### config.mk
export PLATFORM = sky130hd
export DESIGN_NAME = axi4_lite_slave_wr_engine
export DESIGN_NICKNAME = d
export VERILOG_FILES = /design/src/rtl/axi4_lite_slave_wr_engine_pkg.sv /design/src/rtl/axi4_lite_slave_wr_engine_skid_slot.sv /design/src/rtl/axi4_lite_slave_wr_engine.sv
export SDC_FILE = /design/constraint.sdc
export NUM_CORES = 1
export LEC_CHECK = 0
export CAP_MARGIN = 20
export CORE_ASPECT_RATIO = 1.2
export CORE_UTILIZATION = 49
export CTS_CLUSTER_SIZE = 16
export DETAILED_ROUTE_END_ITERATION = 10
export PLACE_DENSITY = 0.77
export SETUP_SLACK_MARGIN = 0.1
export SYNTH_ARGS = -nofsm -noshare
export SYNTH_HDL_FRONTEND = slang
export SYNTH_SLANG_ARGS = --single-unit
export TNS_END_PERCENT = 20
### constraint.sdc
create_clock -name ACLK -period 1.74 [get_ports ACLK]
set_input_delay 0.435 -clock ACLK [delete_from_list [all_inputs] [get_ports ACLK]]
set_output_delay 0.435 -clock ACLK [all_outputs]
set_load 0.01 [all_outputs]
### src/rtl/axi4_lite_slave_wr_engine_pkg.sv
// Shared AXI4-Lite definitions for the slave write engine.
package axi4_lite_Defs;

  localparam int unsigned Addr_Width = 32;
  localparam int unsigned Data_Width = 32;

  typedef enum logic [1:0] {
    OKAY   = 2'b00,
    EXOKAY = 2'b01,
    SLVERR = 2'b10,
    DECERR = 2'b11
  } resp_t;

  typedef enum logic [1:0] {
    IDLE,
    WRITE,
    RESP
  } wr_state_t;

endpackage

### src/rtl/axi4_lite_slave_wr_engine_skid_slot.sv
// One-entry valid/ready capture register. Ready is registered and held
// low through reset and until the first clock edge after reset release.
module axi4_lite_skid_slot #(
  parameter int unsigned Width = 32
) (
  input  logic             clk,
  input  logic             rst_n,
  input  logic [Width-1:0] in_data,
  input  logic             in_valid,
  output logic             in_ready,
  input  logic             clear,
  output logic             full,
  output logic [Width-1:0] data
);

  // Capture on handshake, hold until cleared; ready tracks the empty state.
  always_ff @(posedge clk or negedge rst_n) begin
    if (!rst_n) begin
      full     <= 1'b0;
      in_ready <= 1'b0;
      data     <= '0;
    end else if (clear) begin
      full     <= 1'b0;
      in_ready <= 1'b1;
    end else if (in_valid && in_ready) begin
      full     <= 1'b1;
      in_ready <= 1'b0;
      data     <= in_data;
    end else begin
      in_ready <= !full;
    end
  end

endmodule

### src/rtl/axi4_lite_slave_wr_engine.sv
// AXI4-Lite slave write engine: joins AW and W beats in either order,
// issues a single-cycle memory write and returns the B response.
module axi4_lite_slave_wr_engine #(
  parameter int unsigned Addr_Width = axi4_lite_Defs::Addr_Width,
  parameter int unsigned Data_Width = axi4_lite_Defs::Data_Width,
  parameter int unsigned Mem_Depth  = 4096
) (
  input  logic                         ACLK,
  input  logic                         ARESETN,
  input  logic [Addr_Width-1:0]        AWADDR,
  input  logic                         AWVALID,
  output logic                         AWREADY,
  input  logic [Data_Width-1:0]        WDATA,
  input  logic [Data_Width/8-1:0]      WSTRB,
  input  logic                         WVALID,
  output logic                         WREADY,
  output logic [1:0]                   BRESP,
  output logic                         BVALID,
  input  logic                         BREADY,
  output logic                         mem_we,
  output logic [$clog2(Mem_Depth)-1:0] mem_addr,
  output logic [Data_Width-1:0]        mem_wdata,
  output logic [Data_Width/8-1:0]      mem_wstrb
);

  import axi4_lite_Defs::*;

  localparam int unsigned Strb_Width = Data_Width / 8;
  localparam int unsigned Idx_Width  = $clog2(Mem_Depth);
  localparam int unsigned Word_Width = Addr_Width - 2;
  localparam logic [Word_Width-1:0] Depth_Word = Word_Width'(Mem_Depth);

  logic                             aw_full;
  logic                             w_full;
  logic                             b_hs;
  logic [Word_Width-1:0]            aw_word;
  logic [Word_Width-1:0]            aw_word_eff;
  logic [Data_Width+Strb_Width-1:0] w_bits;
  logic [Data_Width+Strb_Width-1:0] w_bits_eff;
  logic                             aw_have;
  logic                             w_have;
  logic                             in_range;
  logic                             resp_err;
  logic                             unused_addr_lsbs;
  wr_state_t                        state;

  // Byte offset within the word is not used: accesses are word aligned.
  assign unused_addr_lsbs = ^AWADDR[1:0];
  assign b_hs             = BVALID && BREADY;

  axi4_lite_skid_slot #(
    .Width (Word_Width)
  ) u_aw_slot (
    .clk      (ACLK),
    .rst_n    (ARESETN),
    .in_data  (AWADDR[Addr_Width-1:2]),
    .in_valid (AWVALID),
    .in_ready (AWREADY),
    .clear    (b_hs),
    .full     (aw_full),
    .data     (aw_word)
  );

  axi4_lite_skid_slot #(
    .Width (Data_Width + Strb_Width)
  ) u_w_slot (
    .clk      (ACLK),
    .rst_n    (ARESETN),
    .in_data  ({WSTRB, WDATA}),
    .in_valid (WVALID),
    .in_ready (WREADY),
    .clear    (b_hs),
    .full     (w_full),
    .data     (w_bits)
  );

  // A slot counts as present if already full or being filled on this edge,
  // so a same-edge handshake feeds the write stage directly from the bus.
  always_comb begin
    aw_have     = aw_full || (AWVALID && AWREADY);
    w_have      = w_full  || (WVALID  && WREADY);
    aw_word_eff = aw_full ? aw_word : AWADDR[Addr_Width-1:2];
    w_bits_eff  = w_full  ? w_bits  : {WSTRB, WDATA};
    in_range    = aw_word_eff < Depth_Word;
  end

  // Write FSM: join -> one-cycle memory write -> hold response until BREADY.
  always_ff @(posedge ACLK or negedge ARESETN) begin
    if (!ARESETN) begin
      state     <= IDLE;
      mem_we    <= 1'b0;
      mem_addr  <= '0;
      mem_wdata <= '0;
      mem_wstrb <= '0;
      BVALID    <= 1'b0;
      BRESP     <= OKAY;
      resp_err  <= 1'b0;
    end else begin
      case (state)
        IDLE: begin
          if (aw_have && w_have) begin
            state     <= WRITE;
            mem_we    <= in_range;
            mem_addr  <= aw_word_eff[Idx_Width-1:0];
            mem_wdata <= w_bits_eff[Data_Width-1:0];
            mem_wstrb <= w_bits_eff[Data_Width+Strb_Width-1:Data_Width];
            resp_err  <= !in_range;
          end
        end
        WRITE: begin
          state  <= RESP;
          mem_we <= 1'b0;
          BVALID <= 1'b1;
          BRESP  <= resp_err ? SLVERR : OKAY;
        end
        RESP: begin
          if (BREADY) begin
            state  <= IDLE;
            BVALID <= 1'b0;
          end
        end
        default: begin
          state  <= IDLE;
          mem_we <= 1'b0;
          BVALID <= 1'b0;
        end
      endcase
    end
  end

endmodule
Yosys cells after proc, flatten, opt, wreduce, memory -nomap -nowiden
Index checks and enable logic that the tools add are counted.
{"block": "totals", "regBits": 125, "input_bits": 73, "out_inout_bits": 54, "word_cells": 58}
{"block": "classes", "magnitude_cmp": 1, "n_eq_ne": 4, "muxes": 18, "bitwise": 3, "reduce_logical": 18}
{"cell": "$mux 36", "count": 1}
{"cell": "$lt 30x13->1 const B", "count": 1}
{"cell": "$mux 30", "count": 1}
{"cell": "$reduce_and 2->1", "count": 6}
{"cell": "$mux 1", "count": 10}
{"cell": "$mux 2", "count": 3}
{"cell": "$pmux 2 s3", "count": 1}
{"cell": "$logic_and 1x1->1", "count": 4}
{"cell": "$ne 2x2->1 const B", "count": 2}
{"cell": "$reduce_bool 2->1", "count": 2}
{"cell": "$logic_not 1->1", "count": 3}
{"cell": "$not 1->1", "count": 3}
{"cell": "$pmux 1 s3", "count": 1}
{"cell": "$eq 2x1->1 const B", "count": 1}
{"cell": "$eq 2x2->1 const B", "count": 1}
{"cell": "$logic_not 2->1", "count": 1}
{"cell": "$logic_or 1x1->1", "count": 2}
{"cell": "$pmux 1 s2", "count": 1}

Longest topological paths before layout
Gate-level depths: netlist (run 1).
{"block": "logic_depth", "word_depth": 5, "mapped_depth": 6, "mapped_depth_nobuf": 4}

By module
A second synthesis (run 1) with hierarchy kept.
{"block": "unflattened", "cells_unflattened": 399, "area_unflattened_um2": 5442.7}
{"mod": "axi4_lite_slave_wr_engine", "n_inst": 1, "cells_per_inst": 248, "area_per_inst_um2": 2547.4, "seq_area_each_um2": 1351.3}
{"mod": "axi4_lite_skid_slot at u_w_slot", "n_inst": 1, "cells_per_inst": 82, "area_per_inst_um2": 1575.3, "seq_area_each_um2": 950.9}
{"mod": "axi4_lite_skid_slot at u_aw_slot", "n_inst": 1, "cells_per_inst": 69, "area_per_inst_um2": 1320.0, "seq_area_each_um2": 800.8}

Least setup slack after synthesis (run 1)
OpenSTA, ideal clock, no wires.
{"block": "synth_timing", "kind": "reg-to-reg", "startpoint": "reg u_aw_slot.full", "endpoint": "reg resp_err", "setup_time_ns": 0.119, "arrival_ns": 1.394, "required_ns": 1.621, "slack_ns": 0.227, "stages_incl_launch_ff": 7, "path_buffers": 2, "period_less_slack_ns": 1.513, "cell_sequence": "dfrtp_1 -> buf_2 -> a21oi_1 -> nor4_4 -> buf_2 -> o221ai_1 -> o21a_1"}
{"block": "synth_between", "elab_chain_cells": 3, "word_cells_on_any_way": 6, "cone_classes": "order compare: 1; mux: 1; reduce/logical: 4"}
{"item": "start: declaration", "line": "axi4_lite_slave_wr_engine_skid_slot.sv:12", "source": "output logic full,"}
{"item": "start signal: assignment", "line": "axi4_lite_slave_wr_engine_skid_slot.sv:19", "source": "full <= 1'b0;"}
{"item": "start signal: assignment", "line": "axi4_lite_slave_wr_engine_skid_slot.sv:23", "source": "full <= 1'b0;"}
{"item": "start signal: assignment", "line": "axi4_lite_slave_wr_engine_skid_slot.sv:26", "source": "full <= 1'b1;"}
{"item": "$mux 30 / $logic_or 1x1->1 (equally long branches)", "line": "axi4_lite_slave_wr_engine.sv:82, axi4_lite_slave_wr_engine.sv:80"}
{"item": "$lt 30x13->1 / $logic_and 1x1->1 (equally long branches)", "line": "axi4_lite_slave_wr_engine.sv:84, axi4_lite_slave_wr_engine.sv:101"}
{"item": "$logic_not 1->1 / $reduce_and 2->1 (equally long branches)"}
{"item": "end signal: assignment", "line": "axi4_lite_slave_wr_engine.sv:107", "source": "resp_err <= !in_range;"}
{"item": "end: declaration", "line": "axi4_lite_slave_wr_engine.sv:43", "source": "logic resp_err;"}
Several ways; a longest one is shown, not always the timed one.
A chain may end at the register's enable or synchronous reset.

Worst setup path in the final report (run 1)
{"block": "layout_timing", "startpoint": "in WVALID", "endpoint": "reg mem_wstrb[1]"}
{"block": "layout_between", "elab_chain_cells": 4}
{"item": "start: declaration", "line": "axi4_lite_slave_wr_engine.sv:15", "source": "input logic WVALID,"}
{"item": "$logic_and 1x1->1", "line": "axi4_lite_slave_wr_engine.sv:81", "source": "w_have = w_full || (WVALID && WREADY);"}
{"item": "$logic_or 1x1->1", "line": "axi4_lite_slave_wr_engine.sv:81"}
{"item": "$logic_and 1x1->1", "line": "axi4_lite_slave_wr_engine.sv:101", "source": "if (aw_have && w_have) begin"}
{"item": "$reduce_and 2->1 (no line)"}
{"item": "end signal: assignment", "line": "axi4_lite_slave_wr_engine.sv:106", "source": "mem_wstrb <= w_bits_eff[Data_Width+Strb_Width-1:Data_Width];"}
{"item": "end: declaration", "line": "axi4_lite_slave_wr_engine.sv:23", "source": "output logic [Data_Width/8-1:0] mem_wstrb"}
Every way passes these cells.

==> flow_metrics.env, run 1 <==
export IMPL_initial_core_util=0.5063
export IMPL_p_leak_nw=3.144
export IMPL_critPathMaxFanout=30
export IMPL_initialDrtViolationCount=132
export IMPL_cts_buffers=17
export IMPL_die_h_um=113.7
export IMPL_ys_types=25
export IMPL_htreeDepth=4
export IMPL_wl_per_cell_um=16.32
export IMPL_wirelength_um=11010
export IMPL_multiInputGateArea_um2=1887
export IMPL_vias_per_cell=5.316
export IMPL_grt_pass1_wl_um=17990
export IMPL_grt_max_degree=45
export IMPL_drt_pass1_iter_count=6
export IMPL_cp_required_ns=2.05
export IMPL_skew_ns=0.008706
export IMPL_max_freq_ghz=0.6304
export IMPL_drc=0
export IMPL_final_common_cell="dfrtp_1"
export IMPL_rsz0062_at_grt="yes"
export IMPL_finalSetupViolations=0
export IMPL_end_kind="flop"
export IMPL_ant_nets=0
export IMPL_ir_drop_v=0.0009056
export IMPL_path_class="in -> reg"
export IMPL_regToRegStartpoint="state[0]$_DFFE_PN0P_"
export IMPL_tritoncts="done"
export IMPL_cts_clk_slew_worst_paths_ns=0.05
export IMPL_fill_cells=735
export IMPL_grt_overflow_total=0
export IMPL_grt_usage=0.2199
export IMPL_die_width_um=95.08
export IMPL_syn_avg_cell_area_um2=12.93
export IMPL_numPortBuffers=123
export IMPL_synth_nets=467
export IMPL_finalInstanceArea_um2=7251
export IMPL_coreArea_um2=10060
export IMPL_fin_crit_sh=0.9116
export IMPL_setup_tns_final_ns=0
export IMPL_start_kind="primary input"
export IMPL_fin_ws_ns=0.1538
export IMPL_p_per_area_nw_per_um2=1941
export IMPL_nets=609
export IMPL_ff_latch_area_um2=3104
export IMPL_hold_violations=0
export IMPL_rows=40
export IMPL_syn_inst=394
export IMPL_slew_violations=0
export IMPL_outcome="completed"
export IMPL_grt_antenna_before_repair=0
export IMPL_final_cell_mix="dfrtp_1 (123), clkdlybuf4s50_1 (69), mux2_2 (67), dlygate4sd2_1 (53), nor2_1 (52)"
export IMPL_dp_cells=637
export IMPL_grt_pass1_vias=3792
export IMPL_drive_above_1_share=0.2295
export IMPL_place_gp_congestion=0.7330
export IMPL_rr_worst_depth=4
export IMPL_route_vias_total=3588
export IMPL_ys_warn_count=0
export IMPL_ys_seq_elements=124
export IMPL_areaGrowthSynthToFinish_pct=42.35
export IMPL_maxCapViolations=0
export IMPL_io_pins=127
export IMPL_antenna_cells=0
export IMPL_period_minus_slack_ns=1.586
export IMPL_dpl_hpwl_um=7381
export IMPL_synth_area_um2=5094
export IMPL_hold_class="in -> async"
export IMPL_ys_seq_area_frac=0.6092
export IMPL_fin_hold_ws_ns=0.4289
export IMPL_die_area_um2=10810
export IMPL_dpl_cell_area_um2=6590
export IMPL_regToRegSetupSlack_ns=0.24
export IMPL_dp_worst_setup_slack_ns=-0.3527
export IMPL_clock_sinks=124
export IMPL_instances_no_fill=675
export IMPL_arrival_ns=1.90
export IMPL_r2r_end="mem_wstrb[1]$_DFFE_PN0P_"
export IMPL_clock_path_buffers=2
export IMPL_clockRootBuffer="clkbuf_16"
export IMPL_clock_latency_ns=0.41
[final cells by class]
class	count	area share
clock buffer	27	0.07213
clock inverter	5	0.01415
inverter	2	0.001035
multi-input combinational	244	0.2602
sequential	124	0.4281
tap	126	0.02174
timing repair buffer	147	0.2026
[Yosys cell counts, drive strengths merged]
library cell | count | area, µm²
a21o | 1 | 7.510
a21oi | 52 | 260.3
and3 | 3 | 18.77
and4 | 2 | 17.52
buf | 19 | 96.34
clkbuf | 5 | 18.77
conb | 1 | 3.750
dfrtp | 124 | 3103
inv | 2 | 7.510
mux2 | 67 | 754.5
mux2i | 48 | 480.5
nand2 | 1 | 3.750
nor2 | 52 | 195.2
nor2b | 1 | 6.260
nor3 | 2 | 10.01
nor4 | 6 | 52.55
nor4b | 1 | 8.760
o21a | 2 | 15.01
o21ai | 2 | 10.01
o221ai | 1 | 8.760
o31ai | 1 | 7.510
or4 | 1 | 7.510
[worst max-delay path, stage by stage]
cell	delay [ns]
clkdlybuf4s50_1	0.49
a21oi_2	0.09
nor4_4	0.35
buf_6	0.29
nor2_1	0.07
a21oi_1	0.17
[worst max-delay path by stage]
stage | start | to | slack (ns) | cells after the start
finish | WVALID | mem_wstrb[1]$_DFFE_PN0P_ | 0.15 | 6
global route | WVALID | mem_wdata[9]$_DFFE_PN0P_ | 0.07 | 7
CTS | AWVALID | mem_wstrb[1]$_DFFE_PN0P_ | 0.12 | 6
detailed placement | AWADDR[19] | resp_err$_DFFE_PN0P_ | -0.35 | 5
global placement | AWADDR[19] | resp_err$_DFFE_PN0P_ | -0.29 | 5
floorplan | u_aw_slot.full$_DFFE_PN0P_ | resp_err$_DFFE_PN0P_ | 0.23 | 6
[logic make-up (layout without fill, tap and decap cells)]
logic type,after synthesis,in the layout,synth area share
flops,124,124,0.6092
mux,115,115,0.2424
simple gates,69,69,0.06289
compound gates,59,59,0.06067
buf+inv,26,181,0.02407
other cells,1,1,0.0007362
[layer usage]
metal | wire [µm] | vias up | part of all wire | global-route usage
met3 | 698 | 20 | 0.063 | 0.08333
li1 | - | 1681 | - | -
met5 | 0 | - | 0 | 0
met1 | 4503 | 1783 | 0.41 | 0.2606
met4 | 214 | 0 | 0.019 | 0.08485
met2 | 5598 | 104 | 0.51 | 0.3595
[sequential cells by signal (all words and copies together) (netlist names)]
register            count
mem_addr               12
state                   2
mem_we                  1
u_w_slot.in_ready       1
u_w_slot.data          36
mem_wdata              32
u_aw_slot.in_ready      1
BVALID                  1
resp_err                1
u_aw_slot.full          1
mem_wstrb               4
u_aw_slot.data         30
u_w_slot.full           1
BRESP                   1
[report_power, final]
group	leakage (nW)	internal [mW]	total (mW)	switching, mW
combinational	1.42	2.80	5.29	2.50
clock	0.304	2.48	3.66	1.18
sequential	1.42	4.35	5.12	0.773
total	3.14	9.62	14.1	4.45
[per-stage QoR]
stage	utilization	power, mW
2_1_floorplan	-	8.256
3_3_place_gp	0.6551	10.36
3_5_place_dp	0.6551	10.64
4_1_cts	0.7123	13.96
5_1_grt	0.7208	14.92
6_report	0.7208	14.07
[timing repair]
| item | 4_1_cts | 5_1_grt |
|---|---|---|
| setup endpoints to repair | 54 | 13 |
| cloned | 0 | 1 |
| pin swaps | 0 | 2 |
| buffers inserted | 0 | 4 |
| resized for setup | 54 | 8 |
| hold buffers | 1 | 0 |
| hold endpoints to repair | 11 | 0 |
Note: power is estimated with default switching activity, not from simulation.
==> inputs of run 2 (changes only) <==
Settings changed: CORE_UTILIZATION 49 to 53, PLACE_DENSITY 0.77 to 0.82.
Clock period 1.74 ns to 2 ns, I/O delays scaled along.
==> run 2 against run 1 <==
  * Routed wire length decreased by 1.7%
  * Global-route usage is 1.4 points higher
  * Critical path depth fell by 5
  * First-iteration DRC count decreased by 27%
  * Sequential share of layout area increased by 0.52 points
  * Die area fell by 7.4%
  * Setup slack got worse by 0.066 ns
  * Sequential power is 13% lower
  * Clock-buffer cell count decreased by 8
  * Combinational power down 13%
  * Register-to-register slack improved by 0.21 ns
  * Design area is 1.2% lower
  * Largest power group unchanged
==> flow_metrics.env, run 2 (synthesized netlist as in run 1, its figures left out) <==
export IMPL_die_h_um=109.4
export IMPL_route_vias_total=3521
export IMPL_nets=600
export IMPL_clock_path_buffers=2
export IMPL_rr_worst_depth=5
export IMPL_cts_clk_slew_worst_paths_ns=0.06
export IMPL_clock_sinks=124
export IMPL_grt_usage=0.2340
export IMPL_cp_num_buf_inv=1
export IMPL_initialDrtViolationCount=97
export IMPL_fin_hold_ws_ns=0.4968
export IMPL_htreeDepth=4
export IMPL_die_area_um2=10010
export IMPL_tritoncts="done"
export IMPL_clockRootBuffer="clkbuf_8"
export IMPL_p_per_area_nw_per_um2=1694
export IMPL_final_cell_mix="dfrtp_1 (123), clkdlybuf4s50_1 (105), mux2_2 (67), a21oi_1 (52), nor2_1 (52)"
export IMPL_rsz0062_at_grt="yes"
export IMPL_relSlewSlack=0.5705
export IMPL_clock_latency_ns=0.51
export IMPL_wirelength_um=10830
export IMPL_maxCapViolations=0
export IMPL_vias_per_cell=5.343
export IMPL_grt_pass1_vias=3870
export IMPL_path_class="reg -> out"
export IMPL_grt_antenna_before_repair=0
export IMPL_slowest_delay_ns=0.55
export IMPL_outcome="completed"
export IMPL_top_register="u_w_slot.data"
export IMPL_period_minus_slack_ns=1.912
export IMPL_path_delay_family="buffers and inverters"
export IMPL_tightest_slew_ns=0.6442
export IMPL_p_leak_nw=3.102
export IMPL_max_freq_ghz=0.5231
export IMPL_drc=0
export IMPL_fin_crit_sh=0.9559
export IMPL_largest_registers="u_w_slot.data x36, mem_wdata x32, u_aw_slot.data x30"
export IMPL_hold_violations=0
export IMPL_startpoint="mem_addr[7]$_DFFE_PN0P_"
export IMPL_cts_buffers=17
export IMPL_coreArea_um2=9176
export IMPL_skew_ns=0.01097
export IMPL_start_kind="flop"
export IMPL_grt_overflow_total=0
export IMPL_drive_above_1_share=0.2152
export IMPL_numPortBuffers=123
export IMPL_cts_setup_buffers=0
export IMPL_areaGrowthSynthToFinish_pct=40.65
export IMPL_ir_drop_v=0.0009476
export IMPL_crit_cells=1
export IMPL_largest_reg_flops=36
export IMPL_regToRegSetupSlack_ns=0.45
export IMPL_regToRegStartpoint="u_aw_slot.full$_DFFE_PN0P_"
export IMPL_die_width_um=91.49
export IMPL_dpl_hpwl_um=7301
export IMPL_slowest_stage="clkdlybuf4s50_1"
export IMPL_cp_required_ns=1.50
export IMPL_arrival_ns=1.41
export IMPL_finalSetupViolations=0
export IMPL_wl_per_cell_um=16.43
export IMPL_slew_violations=0
export IMPL_grt_max_degree=82
export IMPL_rows=38
export IMPL_crit_chain="clkdlybuf4s50_1"
export IMPL_endpoint="mem_addr[7]"
export IMPL_io_pins=127
export IMPL_critPathMaxFanout=2
export IMPL_drt_pass1_iter_count=4
export IMPL_ant_nets=0
export IMPL_antenna_cells=0
export IMPL_end_kind="primary output"
export IMPL_hold_class="in -> async"
export IMPL_final_common_cell="dfrtp_1"
export IMPL_grt_pass1_wl_um=18010
export IMPL_place_gp_congestion=0.7545
export IMPL_final_util=0.7807
export IMPL_initial_core_util=0.5551
export IMPL_r2r_end="mem_wdata[31]$_DFFE_PN0P_"
==> run 2: area by class of cell <==
type | instances | area [µm²]
Sequential cell | 124 | 3104
Multi-Input combinational cell | 244 | 1869
Fill cell | 596 | 2012
Clock buffer | 19 | 441.7
Timing Repair Buffer | 138 | 1428
Inverter | 2 | 7.507
Clock inverter | 12 | 163.9
Tap cell | 120 | 150.1
==> run 2: stage by stage <==
stage	total power, mW	cell area, µm²	setup WS [ns]	instances	setup TNS [ns]
after floorplan	7.182	5094	0.4344	394	0
after global placement	8.954	6540	-0.06170	627	-0.5257
after global routing	12.89	7164	0.04158	659	0
final	12.14	7164	0.08823	659	0
after CTS	12.31	7144	0.06245	659	0
after detailed placement	9.224	6540	-0.1006	627	-2.435
==> run 2: metal layers <==
layer | vias up | track usage | share of wire
met5 | - | 0 | 0
li1 | 1652 | - | -
met4 | 0 | 0.07370 | 0.013
met2 | 92 | 0.4205 | 0.52
met3 | 11 | 0.08022 | 0.065
met1 | 1766 | 0.2624 | 0.40
==> run 2: how the worst min path moves through the flow <==
| stage | start | endpoint | slack, ns | cells past startpoint |
|---|---|---|---|---|
| 3_5_place_dp | ARESETN | mem_wdata[24]$_DFFE_PN0P_ | 0.49 | 1 |
| 5_1_grt | u_w_slot.data[32]$_DFFE_PN0P_ | u_w_slot.data[32]$_DFFE_PN0P_ | 0.52 | 1 |
| 2_1_floorplan | ARESETN | BRESP[1]$_DFFE_PN0P_ | 0.20 | 0 |
| 3_3_place_gp | ARESETN | mem_wdata[24]$_DFFE_PN0P_ | 0.48 | 1 |
| 6_report | ARESETN | mem_wdata[24]$_DFFE_PN0P_ | 0.50 | 2 |
| 4_1_cts | ARESETN | mem_wdata[24]$_DFFE_PN0P_ | 0.49 | 2 |
==> run 2: power by group <==
group	internal [mW]	switching [mW]	leakage (nW)
combinational	2.51	2.08	1.40
clock	1.97	1.11	0.283
sequential	3.78	0.690	1.42
==> run 2: repair_timing <==
item,in CTS,in global routing
resized for setup,9,8
endpoints found under the hold margin,32,0
pin swaps,0,0
hold buffers,1,0
endpoints found under the setup margin,47,44
